[config.mk]
export PLATFORM = sky130hd
export DESIGN_NAME = mem_bus_arbiter
export DESIGN_NICKNAME = d
export VERILOG_FILES = /design/src/rtl/mem_bus_arbiter.sv
export SDC_FILE = /design/constraint.sdc
export NUM_CORES = 1
export LEC_CHECK = 0
export CORE_AREA = 8 8 116 118
export DETAILED_ROUTE_END_ITERATION = 16
export DIE_AREA = 0 0 124 126
export GPL_TIMING_DRIVEN = 0
export PLACE_DENSITY_LB_ADDON = 0.1
export SYNTH_ARGS = -nofsm -noshare
export SYNTH_HDL_FRONTEND = slang
export SYNTH_SLANG_ARGS = --single-unit
[constraint.sdc]
create_clock -name clk -period 4.89 [get_ports clk]
set_input_delay 0.7335 -clock clk [delete_from_list [all_inputs] [get_ports clk]]
set_output_delay 0.7335 -clock clk [all_outputs]
set_load 0.03 [all_outputs]
[src/rtl/mem_bus_arbiter.sv]
// ============================================================================
//  Module   : mem_bus_arbiter
//  Purpose  : Two-master / one-slave arbiter for the native memory bus with
//             round-robin or fixed priority and a slave timeout.
//  Revision : 1.0
// ============================================================================
`default_nettype none

module mem_bus_arbiter #(
  parameter int          FAIR      = 1,
  parameter int          TIMEOUT   = 255,
  parameter logic [31:0] ERR_RDATA = 32'hDEADBEEF
) (
  input  logic        clk,
  input  logic        reset,
  input  logic        m0_valid,
  output logic        m0_ready,
  input  logic [31:0] m0_addr,
  input  logic [31:0] m0_wdata,
  input  logic [3:0]  m0_wstrb,
  output logic [31:0] m0_rdata,
  input  logic        m1_valid,
  output logic        m1_ready,
  input  logic [31:0] m1_addr,
  input  logic [31:0] m1_wdata,
  input  logic [3:0]  m1_wstrb,
  output logic [31:0] m1_rdata,
  output logic        s_valid,
  input  logic        s_ready,
  output logic [31:0] s_addr,
  output logic [31:0] s_wdata,
  output logic [3:0]  s_wstrb,
  input  logic [31:0] s_rdata,
  output logic        grant,
  output logic        busy,
  output logic        timeout_err
);

  localparam int            CW       = (TIMEOUT > 0) ? $clog2(TIMEOUT + 1) : 1;
  localparam logic [CW-1:0] C_TO_MAX = CW'(TIMEOUT);
  localparam bit            C_TO_EN  = (TIMEOUT > 0);
  localparam bit            C_FAIR   = (FAIR != 0);

  localparam logic [0:0] S_IDLE = 1'b0;
  localparam logic [0:0] S_BUSY = 1'b1;

  logic [0:0]    r_state;
  logic [0:0]    w_state_nxt;
  logic          r_grant;
  logic          r_last;
  logic [CW-1:0] r_cnt;

  logic w_req;
  logic w_arb;
  logic w_busy;
  logic w_gvalid;
  logic w_to;
  logic w_done;

  // Shared decode of the in-flight transaction
  always_comb begin
    w_req    = m0_valid || m1_valid;
    w_busy   = (r_state == S_BUSY);
    w_gvalid = r_grant ? m1_valid : m0_valid;
    w_to     = C_TO_EN && w_busy && w_gvalid && !s_ready && (r_cnt == C_TO_MAX);
    w_done   = w_busy && w_gvalid && (s_ready || w_to);
  end

  always_ff @(posedge clk) begin
    if (!reset) begin
      r_state <= S_IDLE;
    end else begin
      r_state <= w_state_nxt;
    end
  end

  always_comb begin
    w_state_nxt = r_state;
    if (m0_valid && m1_valid) begin
      w_arb = C_FAIR ? ~r_last : 1'b0;
    end else begin
      w_arb = m1_valid;
    end
    case (r_state)
      S_IDLE:  if (w_req) w_state_nxt = S_BUSY;
      // A granted master dropping valid aborts the transaction silently
      S_BUSY:  if (!w_gvalid || w_done) w_state_nxt = S_IDLE;
      default: w_state_nxt = S_IDLE;
    endcase
  end

  // Grant/pointer capture and the saturating stall counter
  always_ff @(posedge clk) begin
    if (!reset) begin
      r_grant <= 1'b0;
      r_last  <= 1'b1;
      r_cnt   <= '0;
    end else if (r_state == S_IDLE && w_req) begin
      r_grant <= w_arb;
      r_last  <= w_arb;
      r_cnt   <= '0;
    end else if (w_busy && !s_ready && r_cnt != C_TO_MAX) begin
      r_cnt <= r_cnt + CW'(1);
    end
  end

  always_comb begin
    busy        = 1'b0;
    grant       = 1'b0;
    timeout_err = 1'b0;
    s_valid     = 1'b0;
    s_addr      = '0;
    s_wdata     = '0;
    s_wstrb     = '0;
    m0_ready    = 1'b0;
    m0_rdata    = '0;
    m1_ready    = 1'b0;
    m1_rdata    = '0;
    if (w_busy) begin
      busy        = 1'b1;
      grant       = r_grant;
      timeout_err = w_to;
      s_valid     = w_gvalid && !w_to;
      if (r_grant) begin
        s_addr   = m1_addr;
        s_wdata  = m1_wdata;
        s_wstrb  = m1_wstrb;
        m1_ready = w_done;
        m1_rdata = w_to ? ERR_RDATA : s_rdata;
      end else begin
        s_addr   = m0_addr;
        s_wdata  = m0_wdata;
        s_wstrb  = m0_wstrb;
        m0_ready = w_done;
        m0_rdata = w_to ? ERR_RDATA : s_rdata;
      end
    end
  end

endmodule

`default_nettype wire

# Word-level counts from Yosys, hierarchy flattened
# Index checks and enable logic that the tools add are counted.
# W data, S select, Z words.
word_totals:
  ff_bits: 11
  inputBits: 173
  out_inout_bits: 138
classes:
  addsub: 1
  n_eq_ne: 2
  muxes: 24
  bitwise: 3
  reduce_logical: 16
op_table:
  columns: ["cell", "count"]
  rows:
  - ["$mux W32", 9]
  - ["$mux W1", 12]
  - ["$logic_and A1 B1 Y1", 9]
  - ["$add A8 B1 Y8 const B", 1]
  - ["$eq A8 B8 Y1 const B", 1]
  - ["$mux W4", 2]
  - ["$ne A8 B8 Y1 const B", 1]
  - ["$logic_not A1 Y1", 3]
  - ["$logic_or A1 B1 Y1", 3]
  - ["$not A1 Y1", 3]
  - ["$pmux W1 S2", 1]
  - ["$reduce_or A2 Y1", 1]

# Logic depth before layout (Yosys ltp)
# Gate-level depths: netlist (run 1).
depth:
  ltp_word: 9
  ltp_mapped: 8
  mapped_depth_nobuf: 6

# Least setup slack after synthesis (run 1)
# No wires, ideal clock.
synth_timing:
  path_kind: "reg-to-output"
  start: "register r_state"
  end: "output port m1_rdata[18]"
  arrival_ns: 1.828
  required_ns: 4.157
  path_slack_ns: 2.328
  stages_incl_launch_ff: 6
  path_cell_list: "dfxtp_1 buf_2 nand2_1 inv_1 clkbuf_1 o21a_1"
synth_between:
  elab_chain_len: 6
synth_lines:
  columns: ["item", "line_no", "source"]
  rows:
  - ["from (decl)", "47", "logic [0:0] r_state;"]
  - ["from (signal assigned)", "73", "r_state <= w_state_nxt;"]
  - ["$logic_and A1 B1 Y1 (3 in series)", "65", "w_to = C_TO_EN && w_busy && w_gvalid && !s_ready && (r_cnt == C_TO_MAX);"]
  - ["$mux W32", "129", "m1_rdata = w_to ? ERR_RDATA : s_rdata;"]
  - ["$mux W32", "124", "if (r_grant) begin"]
  - ["$mux W32 *", "119", "if (w_busy) begin"]
  - ["to (decl)", "27", "output logic [31:0] m1_rdata,"]
# Mark *: on every way between the ends. The rest lies on a longest branch, timed or not.

# Final worst setup path (run 1)
layout_timing:
  start: "input port m0_valid"
  end: "output port m0_rdata[14]"
layout_between:
  elab_chain_len: 7
layout_lines:
  columns: ["item", "line_no", "source"]
  rows:
  - ["from (decl)", "16", "input logic m0_valid,"]
  - ["$mux W1", "64", "w_gvalid = r_grant ? m1_valid : m0_valid;"]
  - ["$logic_and A1 B1 Y1 (3 in series)", "65", null]
  - ["$mux W32", "135", "m0_rdata = w_to ? ERR_RDATA : s_rdata;"]
  - ["$mux W32", "124", null]
  - ["$mux W32", "119", null]
  - ["to (decl)", "21", "output logic [31:0] m0_rdata,"]
# Every way passes these cells.

==> flow_summary.toml, run 1 <==
[floorplan]
rows = 40
die_w_um = 124
fp.dieH_um = 126
start_util_pct = 20.0
core_area_sq_mm = 0.0117
ioPinCount = 311
die_area_sq_mm = 0.0156

[worst_setup_path]
slowest_stage = "clkdlybuf4s50_1"
end_kind = "output pin"
crit_family = "buffers and inverters"
cp_cell_sequence = "clkdlybuf4s50_1, mux2_4, nand3_4, clkbuf_1, and3_1, clkdlybuf4s50_1"
r2r-end = "r_cnt[5]"
max_stage_delay_ns = 0.70
cp_common_cell = "clkdlybuf4s50_1"
startpoint_type = "primary input"
reg2reg_depth = 5
path_class = "in -> out"
cp_num_buf_inv = 3
path_depth = 6
cp_max_fo = 10
arrival_ns = 2.96
r2r_slack_ns = 3.32
critPathCapture = "m0_rdata[14]"
crit_start = "m0_valid"
crit_required_ns = 4.16
r2r-start = "r_cnt[0]"

[timing]
max_freq_mhz = 271
rsz0062_at_grt = "no"
final_hold_viol_count = 0
drv_slew = 0
fin_crit_ns = 3.69
worst_pin_slew_ns = 0.531
setup_ws_ns = 1.20
hold_slack_ns = 0.496
fin_setup_tns_ns = 0
skew_ns = 0.00223
period_share_pct = 75.5
final-setup-viol-count = 0
slew-limit-headroom_pct = 64.3

[detailed_routing]
vias = 3377
firstDrtPassIters = 4
drcViolationCount = 0
ant_nets = 0
drtIter0Drc = 137
via_per_inst = 4.44
routed_wl_um = 14900
wire_per_inst_um = 19.6

[min_path]
hold_path.class = "reg -> reg"
hold_depth = 1

[logic_synthesis]
netlist_top_cells_area = "mux2i_1 29%, nor2b_1 19%, o21a_1 16%"
syn_area_sq_mm = 0.00234
synth_mux_area_share_pct = 29.7
synth_simple_gate_area_share_pct = 31.5
yosys.area.top_type = "mux2i_1"
synth_warnings = 0
async_flop_share_pct = 0
syn_inst = 299
synth_seq_area_share_pct = 9.41
synth_xor_area_share_pct = 0.748
synthAdderAreaFrac_pct = 0.534
synth_top_family_by_area = "simple AND/OR/NAND/NOR gates"
synth_nets = 473
synth-edff-count = 0
synth_cell_types = 36
avgSynthCellArea_sq_um = 7.83
synth_compound_area_share_pct = 20.6
ys_ff_latch = 11
synthFlopType = "dfxtp_1"
yosys.area.top_type_share_pct = 29.1

[grt]
grt_use_total_pct = 17.9
grt_max_degree = 11
grt_pass1_wl_um = 21600
first_global_vias = 3701
antenna_found_initial = 0
grt_remaining_overflow = 0

[run_status]
run_status = "complete, no violations"

[clock_network]
insertion_delay_ns = 0.24
ctsResizeCount = 0
htree_levels = 1
cts_buffers = 3
cts_tree = "done"
postCtsSetupRepairBufs = 0
clkSinkCount = 11
cts.path.max_buffers = 2
clk_pin_slew_worst_paths_ns = 0.04
cts_hold_buf = 0
root_buffer = "clkbuf_16"

[placement]
pre_cts_slack_ns = 1.18
hpwl_um = 13300
globalplace.congestion = 0.851
numPortBuffers = 310

[layout]
diodes = 0
nets = 788
post-route-util_pct = 48.7
drive_gt1_share_pct = 4.08
area_growth_pct = 144

[flow_run]
maxCapViolations = 0

[power_and_ir_drop]
leakagePower_nw = 2.08
power_density_mw_per_mm2 = 142
ir_drop_uv = 387
power by group:
group | switching [mW] | internal (mW) | leakage, nW
logic | 0.270 | 0.297 | 1.95
clock network | 0.0396 | 0.108 | 0.0409
registers | 0.00225 | 0.0925 | 0.0894
how the worst min path moves through the flow:
stage,startpoint,end
after global placement,r_last,r_last
after CTS,r_last,r_last
after detailed placement,r_last,r_last
after global routing,r_cnt[7],r_cnt[7]
after floorplan,r_cnt[7],r_cnt[7]
final,r_cnt[7],r_cnt[7]
area by class of cell:
cell class / instances / area (sq um)
clock buffer: 3 / 75.1
sequential: 11 / 220
multi-input combinational: 256 / 1950
inverter: 4 / 17.5
fill: 1143 / 6000
clock inverter: 1 / 5.00
tap: 147 / 184
timing repair buffer: 310 / 3100
buffer: 28 / 158
stage by stage:
| step | cell area [sq um] | power [mW] | instances |
|---|---|---|---|
| 6_report | 5710 | 0.809 | 760 |
| 5_1_grt | 5710 | 0.848 | 760 |
| 4_1_cts | 5710 | 0.819 | 760 |
| 3_5_place_dp | 5630 | 0.667 | 756 |
| 3_3_place_gp | 5630 | 0.664 | 756 |
| 2_1_floorplan | 2340 | 0.363 | 299 |
sequential cells by signal (all words and copies together), names as in the netlist:
signal / cells
r_state: 1
r_cnt: 8
r_last: 1
r_grant: 1
synthesized netlist by cell type, types with 3 or more instances:
library cell,number
nand2_1,5
nor2b_1,71
o21a_1,50
nand3_1,3
buf_2,8
o21ai_0,4
mux2i_1,68
dfxtp_1,11
and3_1,18
nor3_1,4
buf_4,4
a21oi_1,7
clkbuf_1,14
nor2_1,5
inv_1,3
placed cells by master, fill, tap and decap left out:
cell type        synthesis  final
clkdlybuf4s50_1          0    310
nor2b_1                 71     71
mux2i_1                 68     68
o21a_1                  50     50
and3_1                  18     18
clkbuf_1                14     14
dfxtp_1                 11     11
buf_2                    8      8
a21oi_1                  7      7
nand2_1                  5      5
nor2_1                   5      5
buf_4                    4      4
o21ai_0                  4      4
nor3_1                   4      4
nand3_1                  3      3
inv_1                    3      3
clkbuf_16                0      3
o211ai_1                 2      2
xor2_1                   2      2
nand2b_1                 2      2
nand4_4                  1      1
nor2_4                   1      1
mux2_4                   1      1
and2b_2                  1      1
nand3_4                  1      1
inv_4                    1      1
buf_12                   1      1
buf_8                    1      1
o21ai_1                  1      1
and4b_1                  1      1
a41oi_1                  1      1
nand4_2                  1      1
o31ai_1                  1      1
or4_1                    1      1
or3_1                    1      1
o221ai_1                 1      1
a211oi_1                 1      1
ha_1                     1      1
clkinv_2                 0      1
per-layer routing:
layer	GRT usage [%]	up-vias	part of all wire, %
met5	0	-	0
met4	1.89	0	0.93
met3	7.33	10	10
met2	34.5	138	54
met1	17.6	1534	35
li1	-	1695	-
cell families after synthesis:
family	Yosys count
flip-flops	11
AND/OR/NAND/NOR	116
AO/OA/AOI/OAI	68
multiplexers	69
adder cells (fa/ha/maj)	1
buffers and inverters	32
XOR/XNOR	2
Power figures use the tool's default switching activity.
==> inputs of run 2 (changes only) <==
CORE_AREA = 8 8 113 115   (was 8 8 116 118)
DIE_AREA = 0 0 121 123   (was 0 0 124 126)
clock period = 3.8 ns   (was 4.89 ns; I/O delays follow)
==> run 2 against run 1 <==
Core utilization up 2.7 points. Routed wire length down 0.29%. Critical path depth unchanged. Clock power up 30%. Critical endpoint is now m0_rdata[8]. Register-to-register slack worse by 1.1 ns. Highest routed layer unchanged.
==> flow_summary.toml, run 2 (synthesized netlist as in run 1, its figures left out) <==
[layout]
nets = 788
largest_reg_flops = 8
multiInputGateArea_sq_mm = 0.00195
diodes = 0
fill_cells = 1060
register_area_sq_um = 220
final_common_cell = "clkdlybuf4s50_1"
regMostFlops = "r_cnt"
drive_gt1_share_pct = 3.92
area_growth_pct = 144
final_cell_mix = "310 x clkdlybuf4s50_1, 71 x nor2b_1, 68 x mux2i_1"

[grt]
antenna_found_initial = 0
grt_remaining_overflow = 0
grt_max_degree = 11
first_global_vias = 3741
grt_use_total_pct = 18.5
grt_pass1_wl_um = 21500

[worst_setup_path]
slowest_stage = "clkdlybuf4s50_1"
cp_common_cell = "clkdlybuf4s50_1"
end_kind = "output pin"
path_class = "in -> out"
crit_required_ns = 3.23
cp_cell_sequence = "clkdlybuf4s50_1, mux2_4, nand3_4, clkbuf_1, and3_1, clkdlybuf4s50_1"
crit_family = "buffers and inverters"
max_stage_delay_ns = 0.70
r2r_slack_ns = 2.24
arrival_ns = 2.80
startpoint_type = "primary input"
cp_max_fo = 10
cp_num_buf_inv = 3

[timing]
fin_crit_ns = 3.37
slew-limit-headroom_pct = 65.8
max_freq_mhz = 297
fin_setup_tns_ns = 0
drv_slew = 0
final_hold_viol_count = 0
skew_ns = 0.00132
rsz0062_at_grt = "no"
final-setup-viol-count = 0
period_share_pct = 88.7
worst_pin_slew_ns = 0.510

[clock_network]
cts.path.max_buffers = 2
cts_hold_buf = 0
clkSinkCount = 11
clk_pin_slew_worst_paths_ns = 0.04
ctsResizeCount = 0
insertion_delay_ns = 0.24
cts_tree = "done"
htree_levels = 1
root_buffer = "clkbuf_16"
postCtsSetupRepairBufs = 0
cts_buffers = 3

[floorplan]
core_area_sq_mm = 0.0111
fp.dieH_um = 123
die_w_um = 121
ioPinCount = 311
die_area_sq_mm = 0.0149
start_util_pct = 21.1
rows = 39

[detailed_routing]
ant_nets = 0
drtIter0Drc = 108
vias = 3382
routed_wl_um = 14900
drcViolationCount = 0
via_per_inst = 4.47
firstDrtPassIters = 4
wire_per_inst_um = 19.7

[power_and_ir_drop]
fin_total_pwr_mw = 1.04
leakagePower_nw = 2.08
ir_drop_uv = 193
power_density_mw_per_mm2 = 183

[placement]
globalplace.congestion = 0.776
hpwl_um = 13300
numPortBuffers = 310

[run_status]
run_status = "complete, no violations"

[flow_run]
maxCapViolations = 0

[min_path]
hold_path.class = "reg -> reg"
-- run 2: cell count changes in the layout (fill, tap and decap cells not counted) --
cell	delta
clkbuf_1	+1
clkinv_2	-1
-- run 2: stage by stage --
step                worst slack (ns)  instance area, sq um  hold slack (ns)  std cells  utilization [%]
floorplan                       1.40                  2340            0.459        299                -
global placement               0.464                  5620            0.481        752             50.8
detailed placement             0.412                  5620            0.490        752             50.8
CTS                            0.412                  5700            0.498        756             51.5
global route                   0.293                  5700            0.527        756             51.5
finish                         0.430                  5700            0.492        756             51.5
-- run 2: per-layer routing --
layer  vias up  share of wire [%]  global-route usage, %
li1       1686                  -                      -
met2       145                 53                   34.5
met1      1531                 35                   18.5
met5         -                  0                      0
met3        20                9.7                   7.95
met4         0                2.4                   4.76
-- run 2: area by class of cell --
class | count | area share, %
repair buffers | 310 | 54.4
multi-input cells | 256 | 34.1
flip-flops and latches | 11 | 3.86
well taps | 143 | 3.14
plain buffers | 28 | 2.76
clock buffers | 4 | 1.38
inverters | 4 | 0.307
-- run 2: worst paths after layout --
check,to,from,depth (start not counted)
min reg2reg,r_cnt[7],r_cnt[7],1
min,r_cnt[7],r_cnt[7],1
max reg2reg,r_cnt[5],r_cnt[0],5
max,m0_rdata[8],m0_valid,6
-- run 2: where the power goes --
group,total [mW],internal [mW],switching [mW]
clock network,0.192,0.141,0.0512
logic,0.729,0.382,0.347
registers,0.122,0.119,0.00298
